$ cat src/rtl/alu_multicycle_pkg.sv
// Shared opcode constants, FSM state encoding and flag bit positions for
// alu_multicycle and alu_control.
package alu_multicycle_pkg;
  localparam logic [4:0] OP_ADD = 5'd0;
  localparam logic [4:0] OP_SUB = 5'd1;
  localparam logic [4:0] OP_AND = 5'd2;
  localparam logic [4:0] OP_OR  = 5'd3;
  localparam logic [4:0] OP_XOR = 5'd4;
  localparam logic [4:0] OP_NOT = 5'd5;
  localparam logic [4:0] OP_SHL = 5'd6;
  localparam logic [4:0] OP_SHR = 5'd7;
  localparam logic [4:0] OP_MUL = 5'd8;
  localparam logic [4:0] OP_DIV = 5'd9;
  localparam logic [4:0] OP_CMP = 5'd10;

  typedef enum logic [1:0] {
    ST_IDLE = 2'd0,
    ST_MUL  = 2'd1,
    ST_DIV  = 2'd2,
    ST_FIN  = 2'd3
  } state_t;

  localparam int FLAG_Z = 0;
  localparam int FLAG_C = 1;
  localparam int FLAG_V = 2;
  localparam int FLAG_N = 3;
endpackage

$ cat src/rtl/alu_multicycle_if.sv
// Request/response bundle for alu_multicycle: master issues ops, slave (the ALU) answers.
interface alu_multicycle_if #(parameter int WIDTH = 19);
  logic             start;
  logic [4:0]       operation;
  logic [WIDTH-1:0] a;
  logic [WIDTH-1:0] b;
  logic             ready;
  logic             done;
  logic [WIDTH-1:0] result;
  logic [WIDTH-1:0] result_hi;
  logic [3:0]       flags;
  logic             err;

  modport master (output start, operation, a, b,
                  input  ready, done, result, result_hi, flags, err);
  modport slave  (input  start, operation, a, b,
                  output ready, done, result, result_hi, flags, err);
endinterface

$ cat src/rtl/alu_muldiv_iter.sv
// Iterative engine: WIDTH shift-add multiply steps (mode=0) or restoring divide
// steps (mode=1). hi/lo show the post-step values; done flags the final step.
module alu_muldiv_iter #(parameter int WIDTH = 19) (
  input  logic             clk,
  input  logic             rst_n,
  input  logic             start,
  input  logic             mode,
  input  logic [WIDTH-1:0] op_a,
  input  logic [WIDTH-1:0] op_b,
  output logic             done,
  output logic [WIDTH-1:0] hi,
  output logic [WIDTH-1:0] lo
);
  localparam int CW = $clog2(WIDTH + 1);

  logic [WIDTH-1:0] hi_q, lo_q, b_q;
  logic             mode_q, busy;
  logic [CW-1:0]    cnt;
  logic [WIDTH:0]   add, shf;
  logic [WIDTH-1:0] dif;
  logic             borrow;

  // hi/lo are combinational so the caller can latch the final step on the same edge
  always_comb begin
    add    = {1'b0, hi_q} + (lo_q[0] ? {1'b0, b_q} : '0);
    shf    = {hi_q, lo_q[WIDTH-1]};
    dif    = shf[WIDTH-1:0] - b_q;
    borrow = shf < {1'b0, b_q};
    if (mode_q) begin
      hi = borrow ? shf[WIDTH-1:0] : dif;
      lo = {lo_q[WIDTH-2:0], ~borrow};
    end else begin
      {hi, lo} = {add, lo_q[WIDTH-1:1]};
    end
  end

  assign done = busy && (cnt == CW'(1));

  always_ff @(posedge clk or negedge rst_n) begin
    if (!rst_n) begin
      hi_q   <= '0;
      lo_q   <= '0;
      b_q    <= '0;
      mode_q <= 1'b0;
      cnt    <= '0;
      busy   <= 1'b0;
    end else if (start) begin
      hi_q   <= '0;
      lo_q   <= op_a;
      b_q    <= op_b;
      mode_q <= mode;
      cnt    <= CW'(WIDTH);
      busy   <= 1'b1;
    end else if (busy) begin
      hi_q <= hi;
      lo_q <= lo;
      cnt  <= cnt - CW'(1);
      busy <= !done;
    end
  end
endmodule

$ cat src/rtl/alu_multicycle.sv
// Multicycle ALU: single-cycle ops finish in one cycle; MUL/DIV use alu_muldiv_iter
// and are only compiled in when ALU_MULDIV_EN is defined (otherwise opcodes 8/9 are illegal).
module alu_multicycle
  import alu_multicycle_pkg::*;
#(parameter int WIDTH = 19) (
  input logic            clk,
  input logic            rst_n,
  alu_multicycle_if.slave bus
);
  localparam int MSB = WIDTH - 1;

  state_t           state, state_nxt;
  logic             accept, long_op;
  logic [WIDTH-1:0] res_q, hi_q;
  logic [3:0]       flags_q;
  logic             err_q;
  logic [WIDTH-1:0] c_res, flag_src;
  logic             c_c, c_v, c_ill;
  logic [3:0]       c_flags;
  logic [WIDTH:0]   sum, dif, shl, shr;

  assign bus.ready     = (state == ST_IDLE);
  assign bus.done      = (state == ST_FIN);
  assign bus.result    = res_q;
  assign bus.result_hi = hi_q;
  assign bus.flags     = flags_q;
  assign bus.err       = err_q;
  assign accept        = bus.start && bus.ready;

  always_comb begin
    sum     = {1'b0, bus.a} + {1'b0, bus.b};
    dif     = {1'b0, bus.a} - {1'b0, bus.b};
    shl     = {1'b0, bus.a} << bus.b[4:0];
    shr     = {bus.a, 1'b0} >> bus.b[4:0];
    c_res   = '0;
    c_c     = 1'b0;
    c_v     = 1'b0;
    c_ill   = 1'b0;
    long_op = 1'b0;
    case (bus.operation)
      OP_ADD: begin
        c_res = sum[MSB:0];
        c_c   = sum[WIDTH];
        c_v   = (bus.a[MSB] == bus.b[MSB]) && (sum[MSB] != bus.a[MSB]);
      end
      OP_SUB, OP_CMP: begin
        c_res = dif[MSB:0];
        c_c   = dif[WIDTH];
        c_v   = (bus.a[MSB] != bus.b[MSB]) && (dif[MSB] != bus.a[MSB]);
      end
      OP_AND: c_res = bus.a & bus.b;
      OP_OR:  c_res = bus.a | bus.b;
      OP_XOR: c_res = bus.a ^ bus.b;
      OP_NOT: c_res = ~bus.a;
      OP_SHL: {c_c, c_res} = shl;
      OP_SHR: {c_res, c_c} = shr;
`ifdef ALU_MULDIV_EN
      OP_MUL, OP_DIV: long_op = 1'b1;
`endif
      default: c_ill = 1'b1;
    endcase
    // CMP reports the subtraction flags but returns a unchanged
    flag_src = c_res;
    if (bus.operation == OP_CMP) c_res = bus.a;
    c_flags = '0;
    if (!c_ill) begin
      c_flags[FLAG_N] = flag_src[MSB];
      c_flags[FLAG_V] = c_v;
      c_flags[FLAG_C] = c_c;
      c_flags[FLAG_Z] = (flag_src == '0);
    end
  end

`ifdef ALU_MULDIV_EN
  logic             eng_done, dz_q;
  logic [WIDTH-1:0] eng_hi, eng_lo;

  alu_muldiv_iter #(.WIDTH(WIDTH)) u_iter (
    .clk   (clk),
    .rst_n (rst_n),
    .start (accept && long_op),
    .mode  (bus.operation == OP_DIV),
    .op_a  (bus.a),
    .op_b  (bus.b),
    .done  (eng_done),
    .hi    (eng_hi),
    .lo    (eng_lo)
  );

  // restoring divide by zero naturally yields all-ones / a; only err needs remembering
  always_ff @(posedge clk or negedge rst_n) begin
    if (!rst_n)      dz_q <= 1'b0;
    else if (accept) dz_q <= (bus.b == '0);
  end
`endif

  always_ff @(posedge clk or negedge rst_n) begin
    if (!rst_n) state <= ST_IDLE;
    else        state <= state_nxt;
  end

  always_comb begin
    state_nxt = state;
    case (state)
      ST_IDLE: if (accept) begin
        state_nxt = ST_FIN;
`ifdef ALU_MULDIV_EN
        if (bus.operation == OP_MUL)      state_nxt = ST_MUL;
        else if (bus.operation == OP_DIV) state_nxt = ST_DIV;
`endif
      end
`ifdef ALU_MULDIV_EN
      ST_MUL, ST_DIV: if (eng_done) state_nxt = ST_FIN;
`endif
      ST_FIN:  state_nxt = ST_IDLE;
      default: state_nxt = ST_IDLE;
    endcase
  end

  always_ff @(posedge clk or negedge rst_n) begin
    if (!rst_n) begin
      res_q   <= '0;
      hi_q    <= '0;
      flags_q <= '0;
      err_q   <= 1'b0;
    end else if (accept && !long_op) begin
      res_q   <= c_res;
      hi_q    <= '0;
      flags_q <= c_flags;
      err_q   <= c_ill;
    end
`ifdef ALU_MULDIV_EN
    else if (eng_done) begin
      res_q           <= eng_lo;
      hi_q            <= eng_hi;
      err_q           <= (state == ST_DIV) && dz_q;
      flags_q[FLAG_N] <= eng_lo[MSB];
      flags_q[FLAG_V] <= (state == ST_MUL) && (eng_hi != '0);
      flags_q[FLAG_C] <= (state == ST_MUL) && (eng_hi != '0);
      flags_q[FLAG_Z] <= (state == ST_MUL) ? ({eng_hi, eng_lo} == '0) : (eng_lo == '0);
    end
`endif
  end
endmodule

$ cat src/flat_wrapper.sv
// flat-port wrapper written by rule: the top's interface ports become plain ports
module alu_multicycle_flat import alu_multicycle_pkg::*;
#(parameter int WIDTH = 19)
  (clk, rst_n, bus_start, bus_operation, bus_a, bus_b, bus_ready, bus_done, bus_result, bus_result_hi, bus_flags, bus_err);
  alu_multicycle_if #(.WIDTH(WIDTH)) bus_i ();
  input logic clk;
  input logic rst_n;
  input wire logic [$bits(bus_i.start)-1:0] bus_start;
  input wire logic [$bits(bus_i.operation)-1:0] bus_operation;
  input wire logic [$bits(bus_i.a)-1:0] bus_a;
  input wire logic [$bits(bus_i.b)-1:0] bus_b;
  output wire logic [$bits(bus_i.ready)-1:0] bus_ready;
  output wire logic [$bits(bus_i.done)-1:0] bus_done;
  output wire logic [$bits(bus_i.result)-1:0] bus_result;
  output wire logic [$bits(bus_i.result_hi)-1:0] bus_result_hi;
  output wire logic [$bits(bus_i.flags)-1:0] bus_flags;
  output wire logic [$bits(bus_i.err)-1:0] bus_err;
  assign bus_i.start = bus_start;
  assign bus_i.operation = bus_operation;
  assign bus_i.a = bus_a;
  assign bus_i.b = bus_b;
  assign bus_ready = bus_i.ready;
  assign bus_done = bus_i.done;
  assign bus_result = bus_i.result;
  assign bus_result_hi = bus_i.result_hi;
  assign bus_flags = bus_i.flags;
  assign bus_err = bus_i.err;
  alu_multicycle #(.WIDTH(WIDTH)) u_core (.clk(clk), .rst_n(rst_n), .bus(bus_i));
endmodule
$ cat config.mk
export PLATFORM = sky130hd
export DESIGN_NAME = alu_multicycle_flat
export DESIGN_NICKNAME = d
export VERILOG_FILES = /design/src/rtl/alu_multicycle_pkg.sv /design/src/rtl/alu_multicycle_if.sv /design/src/rtl/alu_muldiv_iter.sv /design/src/rtl/alu_multicycle.sv /design/src/flat_wrapper.sv
export SDC_FILE = /design/constraint.sdc
export NUM_CORES = 1
export LEC_CHECK = 0
export CORE_MARGIN = 5
export CORE_UTILIZATION = 55
export CTS_CLUSTER_DIAMETER = 50
export DETAILED_ROUTE_END_ITERATION = 6
export PLACE_DENSITY = 0.84
export SYNTH_ARGS = -nofsm -noshare
export SYNTH_HDL_FRONTEND = slang
export SYNTH_HIERARCHICAL = 1
export SYNTH_SLANG_ARGS = --single-unit
$ cat constraint.sdc
create_clock -name clk -period 4.1 [get_ports clk]
set_input_delay 0.615 -clock clk [delete_from_list [all_inputs] [get_ports clk]]
set_output_delay 0.615 -clock clk [all_outputs]
set_load 0.03 [all_outputs]
==> results.py, run 1 <==
metrics = {
    "outcome": {
        "outcome": "completed",
    },
    "power_and_ir_drop": {
        "powerDensity_nw_per_um2": 193,
        "clkPwrFrac": 0.149,
        "pwr-share-comb": 0.661,
        "seqPwrFrac": 0.190,
        "p_int_uw": 831,
        "swShare": 0.464,
        "p_leak_uw": 0.00364,
        "max-vdd-ir-drop_uv": 203,
        "switchingPower_uw": 719,
    },
    "timing": {
        "finalHoldViolations": 0,
        "fin_crit_sh": 0.975,
        "whs_ns": 0.477,
        "fmax_mhz": 250,
        "finalSetupViolCount": 0,
        "rsz0062_at_grt": "no",
        "fin_skew_ns": 0.0142,
        "fin_setup_tns_ns": 0,
        "finalCriticalPeriod_ns": 4.00,
        "worst_slew_pin_slew_ns": 1.14,
        "slew_headroom": 0.238,
        "maxSlewViolCount": 0,
    },
    "synth": {
        "synth_area_um2": 6340,
        "synth_top_area_share": 0.124,
        "synth-edff-count": 0,
        "synthTopCellsByArea": "ha_1 (12%), dfrtp_1 (9.9%), nor2_1 (6.9%)",
        "synthCells": 892,
        "synthArstFlopShare": 1.00,
        "synth_seq_cells": 25,
        "yosys-mux-area-fraction": 0.124,
        "synth_fa_ha_area_frac": 0.131,
        "yosysMostFrequentCell": "nor2_1",
        "synth_compound_area_frac": 0.310,
        "synthXorXnorAreaFrac": 0.0124,
        "yosys_warnings": 6,
        "synth_flop_cell": "dfrtp_1",
        "synthSimpleGateAreaFrac": 0.221,
        "synthTopCellsByCount": "nor2_1 (117), a21oi_1 (73), nand2_1 (70)",
        "yosys.area.top_type": "ha_1",
        "ys_types": 79,
        "synth_top_family_by_area": "compound AO/OA/AOI/OAI gates",
        "seq_area_frac_synth": 0.0986,
        "avgSynthCellArea_um2": 7.11,
    },
    "grt": {
        "gr-usage-all-layers": 0.374,
        "grt_max_degree": 48,
        "grt_pass1_wl_um": 41600,
        "antenna_found_initial": 0,
        "grt_pass1_vias": 7346,
        "grt-ovfl-total": 0,
    },
    "clocking": {
        "post_cts_buffers": 0,
        "cts_max_level": 1,
        "clockRootBuffer": "clkbuf_16",
        "clock_path_buffers": 2,
        "clkLatencyLatePin_ns": 0.27,
        "cts_tree": "built",
        "cts_buffers": 3,
        "clkTransAtPathRegs_ns": 0.08,
        "cts_resized": 0,
        "hold_buffers": 0,
        "cts.sinks": 25,
    },
    "critical_path": {
        "critPathTopFamily": "simple AND/OR/NAND/NOR gates",
        "r2r_start": "u_core/state[0]$_DFFE_PN0P_",
        "path_cells": "clkdlybuf4s50_1 > inv_1 > ha_1 > inv_1 > fa_1 > a222oi_1 > nand4bb_1 > or3_1 > or4_1 > nor4_1 > and4b_1 > nand4_1 > o41ai_2",
        "timing_worst_setup_path_type": "in -> reg",
        "crit_start": "bus_a[0]",
        "cp.required_ns": 4.28,
        "crit_slowest_cell": "or4_1",
        "worst-r2r-setup-slack_ns": 1.50,
        "path_max_fanout": 3,
        "end_kind": "flop",
        "worstPathArrival_ns": 4.17,
        "crit_top_cell": "inv_1",
        "cp_num_buf_inv": 3,
        "critPathMaxStageDelay_ns": 0.51,
        "startpoint_type": "input port",
    },
    "die": {
        "fp.coreArea_um2": 11400,
        "die_w_um": 117,
        "die_h_um": 117,
        "rows": 39,
        "ios": 91,
        "dieArea_um2": 13800,
        "initial_core_util": 0.558,
    },
    "drt": {
        "post-route-drc-count": 0,
        "firstDrtPassIters": 6,
        "wl_um": 27100,
        "postRouteAntennaNets": 0,
        "via_per_inst": 6.63,
        "vias": 7849,
        "drt_iter0_markers": 1137,
        "wl_per_cell_um": 22.9,
    },
    "layout": {
        "design_area_um2": 8050,
        "n_antenna_cell": 0,
        "fillCellCount": 1030,
        "drive_gt1_frac": 0.174,
        "nets": 1152,
        "area_growth_pct": 27.0,
        "finalNonFillerCells": 1183,
    },
    "placement": {
        "hpwl_um": 22000,
        "io_buffers": 71,
        "gp_congestion": 1.11,
        "dpl_cell_area_um2": 7960,
        "place_inst": 1179,
    },
    "run": {
        "cap_viol_max_count": 0,
    },
    "worst_hold_path": {
        "min_from": "u_core/bus.result[4]$_DFFE_PN0P_",
        "worstHoldPathType": "reg -> reg",
    },
}
==> cells by family (layout without fill, tap and decap cells) <==
| group | count (synthesis) | in the layout |
|---|---|---|
| buffers and inverters | 146 | 276 |
| AOI/OAI and AO/OA | 291 | 291 |
| muxes | 54 | 54 |
| adders and majority gates | 65 | 65 |
| other | 1 | 19 |
| and+or+nand+nor | 301 | 301 |
| DFF | 25 | 25 |
| xor gates and xnor gates | 9 | 9 |
==> cells in the final DEF (no fill, tap or decap), types with 20 or more instances in the layout <==
cell type / Yosys / layout
buf_4: 20 / 140
nor2_1: 117 / 117
a21oi_1: 73 / 73
nand2_1: 70 / 70
clkdlybuf4s50_1: 0 / 69
ha_1: 63 / 63
inv_1: 57 / 57
o21ai_0: 53 / 52
mux2i_1: 26 / 26
dfrtp_1: 25 / 25
nor3_1: 25 / 23
a211oi_1: 20 / 20
==> worst paths after layout <==
kind                                                    end  cells after the start
max in group asynchronous  u_core/bus.result[3]$_DFFE_PN0P_                      1
min in group asynchronous       u_core/state[0]$_DFFE_PN0P_                      1
max reg2reg                 u_core/bus.flags[0]$_DFFE_PN0P_                     10
max                         u_core/bus.flags[0]$_DFFE_PN0P_                     13
min                        u_core/bus.result[4]$_DFFE_PN0P_                      2
min reg2reg                u_core/bus.result[4]$_DFFE_PN0P_                      2
==> power by group through the flow <==
stage	Combinational [µW]	Sequential [µW]	Clock (µW)
final	1020	295	232
after global routing	1090	299	240
after CTS	994	295	231
after detailed placement	989	300	0
after global placement	983	299	0
after floorplan	519	362	0
==> stage by stage <==
stage	power, µW	utilization	setup slack (ns)
2_1_floorplan	881	-	0.0353
3_3_place_gp	1280	0.700	-0.0431
3_5_place_dp	1290	0.700	-0.0987
4_1_cts	1520	0.707	0.175
5_1_grt	1620	0.708	0.00168
6_report	1550	0.708	0.104
==> tightest hold or removal path, stage by stage, from the launching register on <==
cell,delay (ns)
dfrtp_1,0.34
nand2_1,0.04
o21ai_0,0.06
==> registers in the layout (all words and copies together), names as in the netlist <==
register and count:
u_core/bus.result 19, u_core/bus.flags 4, u_core/state 1, u_core/bus.err 1
==> area by class of cell <==
type	count	area [µm²]	area share
inverter	59	221	0.0275
sequential	25	626	0.0777
multi-input combinational	739	5150	0.640
tap	143	179	0.0222
timing repair buffer	213	1790	0.222
clock buffer	3	75.1	0.00932
clock inverter	1	7.51	0.000932
==> per-layer routing <==
metal  up-vias  global-route usage  share of wire
met2       578               0.577           0.43
met1      3629               0.509           0.39
li1       3547                   -              -
met4         0               0.136          0.045
met3        95              0.0885           0.13
met5         -                   0              0
No activity file was read; power rests on OpenSTA's default activity.
==> run 2, diff against run 1 <==
- CORE_ASPECT_RATIO: unset -> 1.2
==> run 2 against run 1 <==
Net effect:
- sequential cell count did not move
- total power fell by 2.6%
- design area fell by 1.2%
- die area barely moved
- worst hold slack got worse by 0.0028 ns
- largest cell class unchanged
- highest routed layer unchanged
==> results.py, run 2 (synthesis results as in run 1) <==
metrics = {
    "outcome": {
        "outcome": "completed",
    },
    "layout": {
        "nets": 1134,
        "fillCellCount": 1018,
        "area_growth_pct": 25.4,
        "n_antenna_cell": 0,
        "largest_register_ffs": 19,
        "drive_gt1_frac": 0.162,
        "layout_common_cells": "buf_4 (122), nor2_1 (117), a21oi_1 (73), nand2_1 (70), clkdlybuf4s50_1 (69)",
        "utilization": 0.697,
        "layout_commonest_cell": "buf_4",
    },
    "timing": {
        "finalCriticalPeriod_ns": 3.99,
        "fin_setup_tns_ns": 0,
        "slew_headroom": 0.277,
        "fin_skew_ns": 0.00626,
        "finalSetupViolCount": 0,
        "finalHoldViolations": 0,
        "maxSlewViolCount": 0,
        "fin_crit_sh": 0.974,
        "timing.final.ws_setup_ns": 0.108,
        "fmax_mhz": 251,
        "worst_slew_pin_slew_ns": 1.08,
    },
    "die": {
        "ios": 91,
        "dieArea_um2": 13800,
        "rows": 43,
        "initial_core_util": 0.556,
        "fp.coreArea_um2": 11400,
        "die_h_um": 128,
        "die_w_um": 108,
    },
    "power_and_ir_drop": {
        "max-vdd-ir-drop_uv": 165,
        "p_leak_uw": 0.00356,
        "p_total_uw": 1510,
        "powerDensity_nw_per_um2": 190,
    },
    "critical_path": {
        "timing_worst_setup_path_type": "in -> reg",
        "crit_top_cell": "inv_1",
        "path_max_fanout": 3,
        "path_cells": "clkdlybuf4s50_1 > inv_1 > ha_1 > inv_1 > fa_1 > buf_4 > xnor2_1 > a32o_1 > nor3_2 > o211ai_1 > or4_1 > nor4_2 > and4b_1 > nand4_1 > o41ai_2",
        "startpoint_type": "input port",
        "worstPathArrival_ns": 4.16,
        "end_kind": "flop",
        "crit_slowest_cell": "or4_1",
        "critPathMaxStageDelay_ns": 0.61,
        "cp.required_ns": 4.27,
    },
    "drt": {
        "via_per_inst": 6.71,
        "wl_per_cell_um": 22.5,
        "drt_iter0_markers": 1027,
        "wl_um": 26500,
        "vias": 7912,
        "firstDrtPassIters": 7,
        "post-route-drc-count": 0,
        "postRouteAntennaNets": 0,
    },
    "grt": {
        "grt_max_degree": 45,
        "grt-ovfl-total": 0,
        "grt_pass1_wl_um": 40200,
        "antenna_found_initial": 0,
        "gr-usage-all-layers": 0.373,
        "grt_pass1_vias": 7231,
    },
    "clocking": {
        "hold_buffers": 0,
        "clkTransAtPathRegs_ns": 0.07,
        "clkLatencyLatePin_ns": 0.26,
        "post_cts_buffers": 0,
        "clock_path_buffers": 2,
        "clockRootBuffer": "clkbuf_16",
        "cts_tree": "built",
        "cts_buffers": 3,
        "cts_max_level": 1,
        "cts.sinks": 25,
        "cts_resized": 0,
    },
    "worst_hold_path": {
        "worstHoldPathType": "reg -> reg",
    },
    "placement": {
        "io_buffers": 71,
        "hpwl_um": 21500,
        "post-place-ws_ns": -0.203,
        "gp_congestion": 1.12,
    },
    "run": {
        "cap_viol_max_count": 0,
    },
}
-- run 2: changes by cell type in the layout (fill, tap and decap cells not counted), sizes merged --
| cell | previous run | this run |
|---|---|---|
| buf | 144 | 126 |
-- run 2: worst paths after layout --
path	depth (start not counted)	slack, ns	to	from
worst max-delay path	15	0.11	u_core/bus.flags[0]$_DFFE_PN0P_	bus_a[0]
worst min-delay path	2	0.47	u_core/bus.result[2]$_DFFE_PN0P_	u_core/bus.result[2]$_DFFE_PN0P_
worst max register to register	10	1.70	u_core/bus.flags[0]$_DFFE_PN0P_	u_core/state[0]$_DFFE_PN0P_
worst min register to register	2	0.47	u_core/bus.result[2]$_DFFE_PN0P_	u_core/bus.result[2]$_DFFE_PN0P_
max in group asynchronous	1	2.51	u_core/bus.result[9]$_DFFE_PN0P_	rst_n
min in group asynchronous	1	0.94	u_core/bus.result[10]$_DFFE_PN0P_	rst_n
-- run 2: critical path: cells and delay by family --
kind / cells / cell delay (ns)
AND/OR/NAND/NOR: 5 / 1.46
AO/OA/AOI/OAI: 3 / 0.63
buffers and inverters: 4 / 0.75
adder cells (fa/ha/maj): 2 / 0.58
XOR/XNOR: 1 / 0.13
-- run 2: area by class of cell --
| class | instances | area (µm²) | area share |
|---|---|---|---|
| Multi-Input combinational cell | 739 | 5170 | 0.650 |
| Timing Repair Buffer | 195 | 1660 | 0.208 |
| Sequential cell | 25 | 626 | 0.0787 |
| Inverter | 59 | 221 | 0.0278 |
| Tap cell | 157 | 196 | 0.0247 |
| Clock buffer | 3 | 75.1 | 0.00944 |
| Clock inverter | 1 | 7.51 | 0.000944 |
-- run 2: through the flow --
step | instance area (µm²) | cells | hold WS (ns)
2_1_floorplan | 6430 | 910 | 0.319
3_3_place_gp | 7840 | 1175 | 0.459
3_5_place_dp | 7840 | 1175 | 0.465
4_1_cts | 7930 | 1179 | 0.479
5_1_grt | 7950 | 1179 | 0.506
6_report | 7950 | 1179 | 0.474
-- run 2: routing by layer --
metal	GRT usage	up-vias	part of all wire
met2	0.585	694	0.44
met3	0.0566	140	0.13
met4	0.174	0	0.056
li1	-	3513	-
met1	0.503	3565	0.37
met5	0	-	0
-- run 2: where the power goes --
group	leakage, µW	switching [µW]	total [µW]	internal [µW]
combinational	0.00319	595	1000	405
clock	0.0000371	85.0	217	132
sequential	0.000328	15.2	293	278
==> run 3, diff against run 2 <==
--- a/config.mk
+++ b/config.mk
@@ -15,3 +15,2 @@
 export SYNTH_HDL_FRONTEND = slang
-export SYNTH_HIERARCHICAL = 1
 export SYNTH_SLANG_ARGS = --single-unit
==> constraint.sdc (replaced) <==
create_clock -name clk -period 4.1 [get_ports clk]
set_input_delay 0.82 -clock clk [delete_from_list [all_inputs] [get_ports clk]]
set_output_delay 0.82 -clock clk [all_outputs]
set_load 0.03 [all_outputs]
==> run 3 against run 2 <==
Net effect:
- the flow now finishes with violations (design-rule violations)
- design area grew 9.7%
- sequential cell count did not move
- critical endpoint is now u_core.bus.flags[0]$_DFFE_PN0P_
- final cell count up 2.5%
- clock skew hardly changed
- non-clock buffer count is 59 higher
- clock-buffer cell count is 1 higher
- total power is 7.1% higher
- largest power group unchanged
- critical path depth is 1 higher
- largest cell class unchanged
- utilization up 3.3 points
- register-to-register slack better by 0.07 ns
- global-route usage grew 0.11 points
==> results.py, run 3 <==
metrics = {
    "die": {
        "fp.coreArea_um2": 11900,
        "initial_core_util": 0.556,
        "ios": 91,
        "die_w_um": 110,
        "dieArea_um2": 14400,
        "die_h_um": 130,
        "rows": 44,
    },
    "drt": {
        "vias": 8152,
        "wl_per_cell_um": 22.7,
        "postRouteAntennaNets": 0,
        "via_per_inst": 6.75,
        "post-route-drc-count": 1,
        "drt_iter0_markers": 879,
        "firstDrtPassIters": 7,
        "wl_um": 27400,
    },
    "critical_path": {
        "end_kind": "flop",
        "critPathMaxStageDelay_ns": 0.51,
        "cp.required_ns": 4.30,
        "crit_slowest_cell": "clkdlybuf4s50_1",
        "cp_num_buf_inv": 5,
        "crit_start": "bus_b[5]",
        "crit_cells": 16,
        "timing_worst_setup_path_type": "in -> reg",
        "path_max_fanout": 6,
        "endpoint": "u_core.bus.flags[0]$_DFFE_PN0P_",
        "reg2reg_depth": 9,
        "critPathTopFamily": "compound AO/OA/AOI/OAI gates",
        "path_cells": "clkdlybuf4s50_1 > inv_1 > ha_2 > nor2_1 > o21ai_1 > a311oi_1 > buf_4 > buf_4 > o31a_1 > o31ai_1 > or4b_1 > o41ai_1 > buf_4 > nand4_1 > nor4_2 > a41o_1",
        "worst-r2r-setup-slack_ns": 1.77,
        "r2r-end": "u_core.bus.flags[0]$_DFFE_PN0P_",
        "r2r_start": "u_core.state[0]$_DFFE_PN0P_",
        "startpoint_type": "input port",
        "worstPathArrival_ns": 4.20,
        "crit_top_cell": "buf_4",
    },
    "timing": {
        "slew_headroom": 0.278,
        "fin_setup_tns_ns": 0,
        "fmax_mhz": 250,
        "finalCriticalPeriod_ns": 4.00,
        "fin_skew_ns": 0.00633,
        "worst_slew_pin_slew_ns": 1.06,
        "whs_ns": 0.475,
        "finalHoldViolations": 0,
        "finalSetupViolCount": 0,
        "maxSlewViolCount": 0,
        "fin_crit_sh": 0.976,
        "rsz0062_at_grt": "yes",
    },
    "grt": {
        "grt-ovfl-total": 0,
        "antenna_found_initial": 0,
        "gr-usage-all-layers": 0.374,
        "grt_pass1_vias": 7675,
        "grt_pass1_wl_um": 41200,
        "grt_max_degree": 46,
    },
    "synth": {
        "synth_area_um2": 6640,
        "yosys.area.top_type": "ha_1",
        "synthTopCellsByArea": "ha_1 (12%), mux4_2 (9.5%), dfrtp_1 (9.4%)",
        "synth-edff-count": 0,
        "synth_flop_cell": "dfrtp_1",
        "seq_area_frac_synth": 0.0943,
        "synthCells": 864,
        "synthTopCellsByCount": "nor2_1 (75), nand2_1 (73), ha_1 (62)",
        "synthArstFlopShare": 1.00,
        "synth_top_area_share": 0.117,
        "synth_seq_cells": 25,
        "yosys_warnings": 0,
        "ys_types": 91,
        "avgSynthCellArea_um2": 7.68,
        "yosysMostFrequentCell": "nor2_1",
    },
    "power_and_ir_drop": {
        "powerDensity_nw_per_um2": 185,
        "p_leak_uw": 0.00395,
        "max-vdd-ir-drop_uv": 221,
        "p_total_uw": 1620,
    },
    "clocking": {
        "clock_path_buffers": 2,
        "hold_buffers": 0,
        "clkTransAtPathRegs_ns": 0.06,
        "cts_tree": "built",
        "cts_buffers": 3,
        "cts.sinks": 25,
        "cts_max_level": 1,
        "clkLatencyLatePin_ns": 0.26,
        "clockRootBuffer": "clkbuf_16",
    },
    "layout": {
        "layout_common_cells": "buf_4 (177), nor2_1 (75), nand2_1 (73), clkdlybuf4s50_1 (66)",
        "nets": 1158,
        "area_growth_pct": 31.5,
        "layout_commonest_cell": "buf_4",
        "n_antenna_cell": 0,
        "drive_gt1_frac": 0.251,
        "largest_register_ffs": 19,
        "fillCellCount": 976,
    },
    "placement": {
        "io_buffers": 71,
        "gp_congestion": 1.11,
        "hpwl_um": 22000,
    },
    "outcome": {
        "violations": "design-rule violations",
        "outcome": "finished, violations left",
    },
    "run": {
        "cap_viol_max_count": 0,
    },
    "worst_hold_path": {
        "worstHoldPathType": "reg -> reg",
    },
}
-- run 3: cell types whose count changed after synthesis, moves of 5 or more --
| cell | before | now |
|---|---|---|
| a21oi_1 | 73 | 58 |
| nand4_1 | 6 | 13 |
| mux4_2 | 12 | 28 |
| a22oi_1 | 7 | 2 |
| or3_1 | 4 | 10 |
| o21ai_1 | 0 | 8 |
| o21ai_0 | 53 | 48 |
| and2_1 | 8 | 2 |
| nor2_1 | 117 | 75 |
| mux2i_1 | 26 | 20 |
-- run 3: final cells by class --
cell class	count	area (µm²)	share of cell area
Tap cell	161	201	0.0231
Sequential cell	25	626	0.0717
Multi-Input combinational cell	702	5440	0.624
Clock buffer	4	78.8	0.00903
Timing Repair Buffer	254	2150	0.246
Inverter	62	233	0.0267
-- run 3: how the worst min path moves through the flow --
stage                                                 from                          endpoint  cells past startpoint
after CTS                 u_core.bus.result[4]$_DFFE_PN0P_  u_core.bus.result[4]$_DFFE_PN0P_                      1
final                     u_core.bus.result[4]$_DFFE_PN0P_  u_core.bus.result[4]$_DFFE_PN0P_                      1
after detailed placement  u_core.bus.result[4]$_DFFE_PN0P_  u_core.bus.result[4]$_DFFE_PN0P_                      1
after floorplan                                      rst_n        u_core.bus.err$_DFFE_PN0P_                      0
after global placement    u_core.bus.result[7]$_DFFE_PN0P_  u_core.bus.result[7]$_DFFE_PN0P_                      2
after global routing      u_core.bus.result[4]$_DFFE_PN0P_  u_core.bus.result[4]$_DFFE_PN0P_                      1
-- run 3: cell families after synthesis --
group                    Yosys count  share of synthesized area
flip-flops                        25                     0.0943
AND/OR/NAND/NOR                  274                      0.207
other                              1                   0.000565
XOR/XNOR                           7                    0.00924
buffers and inverters            155                      0.110
AO/OA/AOI/OAI                    267                      0.276
multiplexers                      71                      0.180
adder cells (fa/ha/maj)           64                      0.123
-- run 3: metal layers --
layer,part of all wire,GRT usage,vias to the layer above
met3,0.12,0.0460,160
li1,-,-,3582
met1,0.35,0.457,3751
met4,0.086,0.254,0
met5,0,0,-
met2,0.45,0.611,659
-- run 3: repair_timing --
item	4_1_cts	5_1_grt
cloned	0	0
resized for setup	5	13
setup buffers	0	1
setup endpoints to repair	2	6
pin swaps	0	2
-- run 3: per-stage QoR --
step,cells,util,cell area [µm²],setup WS [ns]
floorplan,882,-,6730,0.0364
global placement,1203,0.717,8570,-0.316
detailed placement,1203,0.717,8570,-0.371
CTS,1207,0.725,8670,0.0264
global route,1208,0.731,8730,-0.0255
finish,1208,0.731,8730,0.0976
-- run 3: report_power, final --
| group | total, µW | leakage (µW) | switching [µW] | internal, µW |
|---|---|---|---|---|
| sequential | 299 | 0.000325 | 18.9 | 280 |
| clock | 211 | 0.0000382 | 77.9 | 133 |
| combinational | 1110 | 0.00358 | 618 | 490 |
| total | 1620 | 0.00395 | 715 | 902 |
-- run 3: worst register-to-register path, delay by kind of cell, from the launching register on --
| family | cells | cell delay [ns] |
|---|---|---|
| and+or+nand+nor | 6 | 1.28 |
| DFF | 1 | 0.37 |
| AOI/OAI and AO/OA | 2 | 0.54 |
| buffers and inverters | 1 | 0.08 |
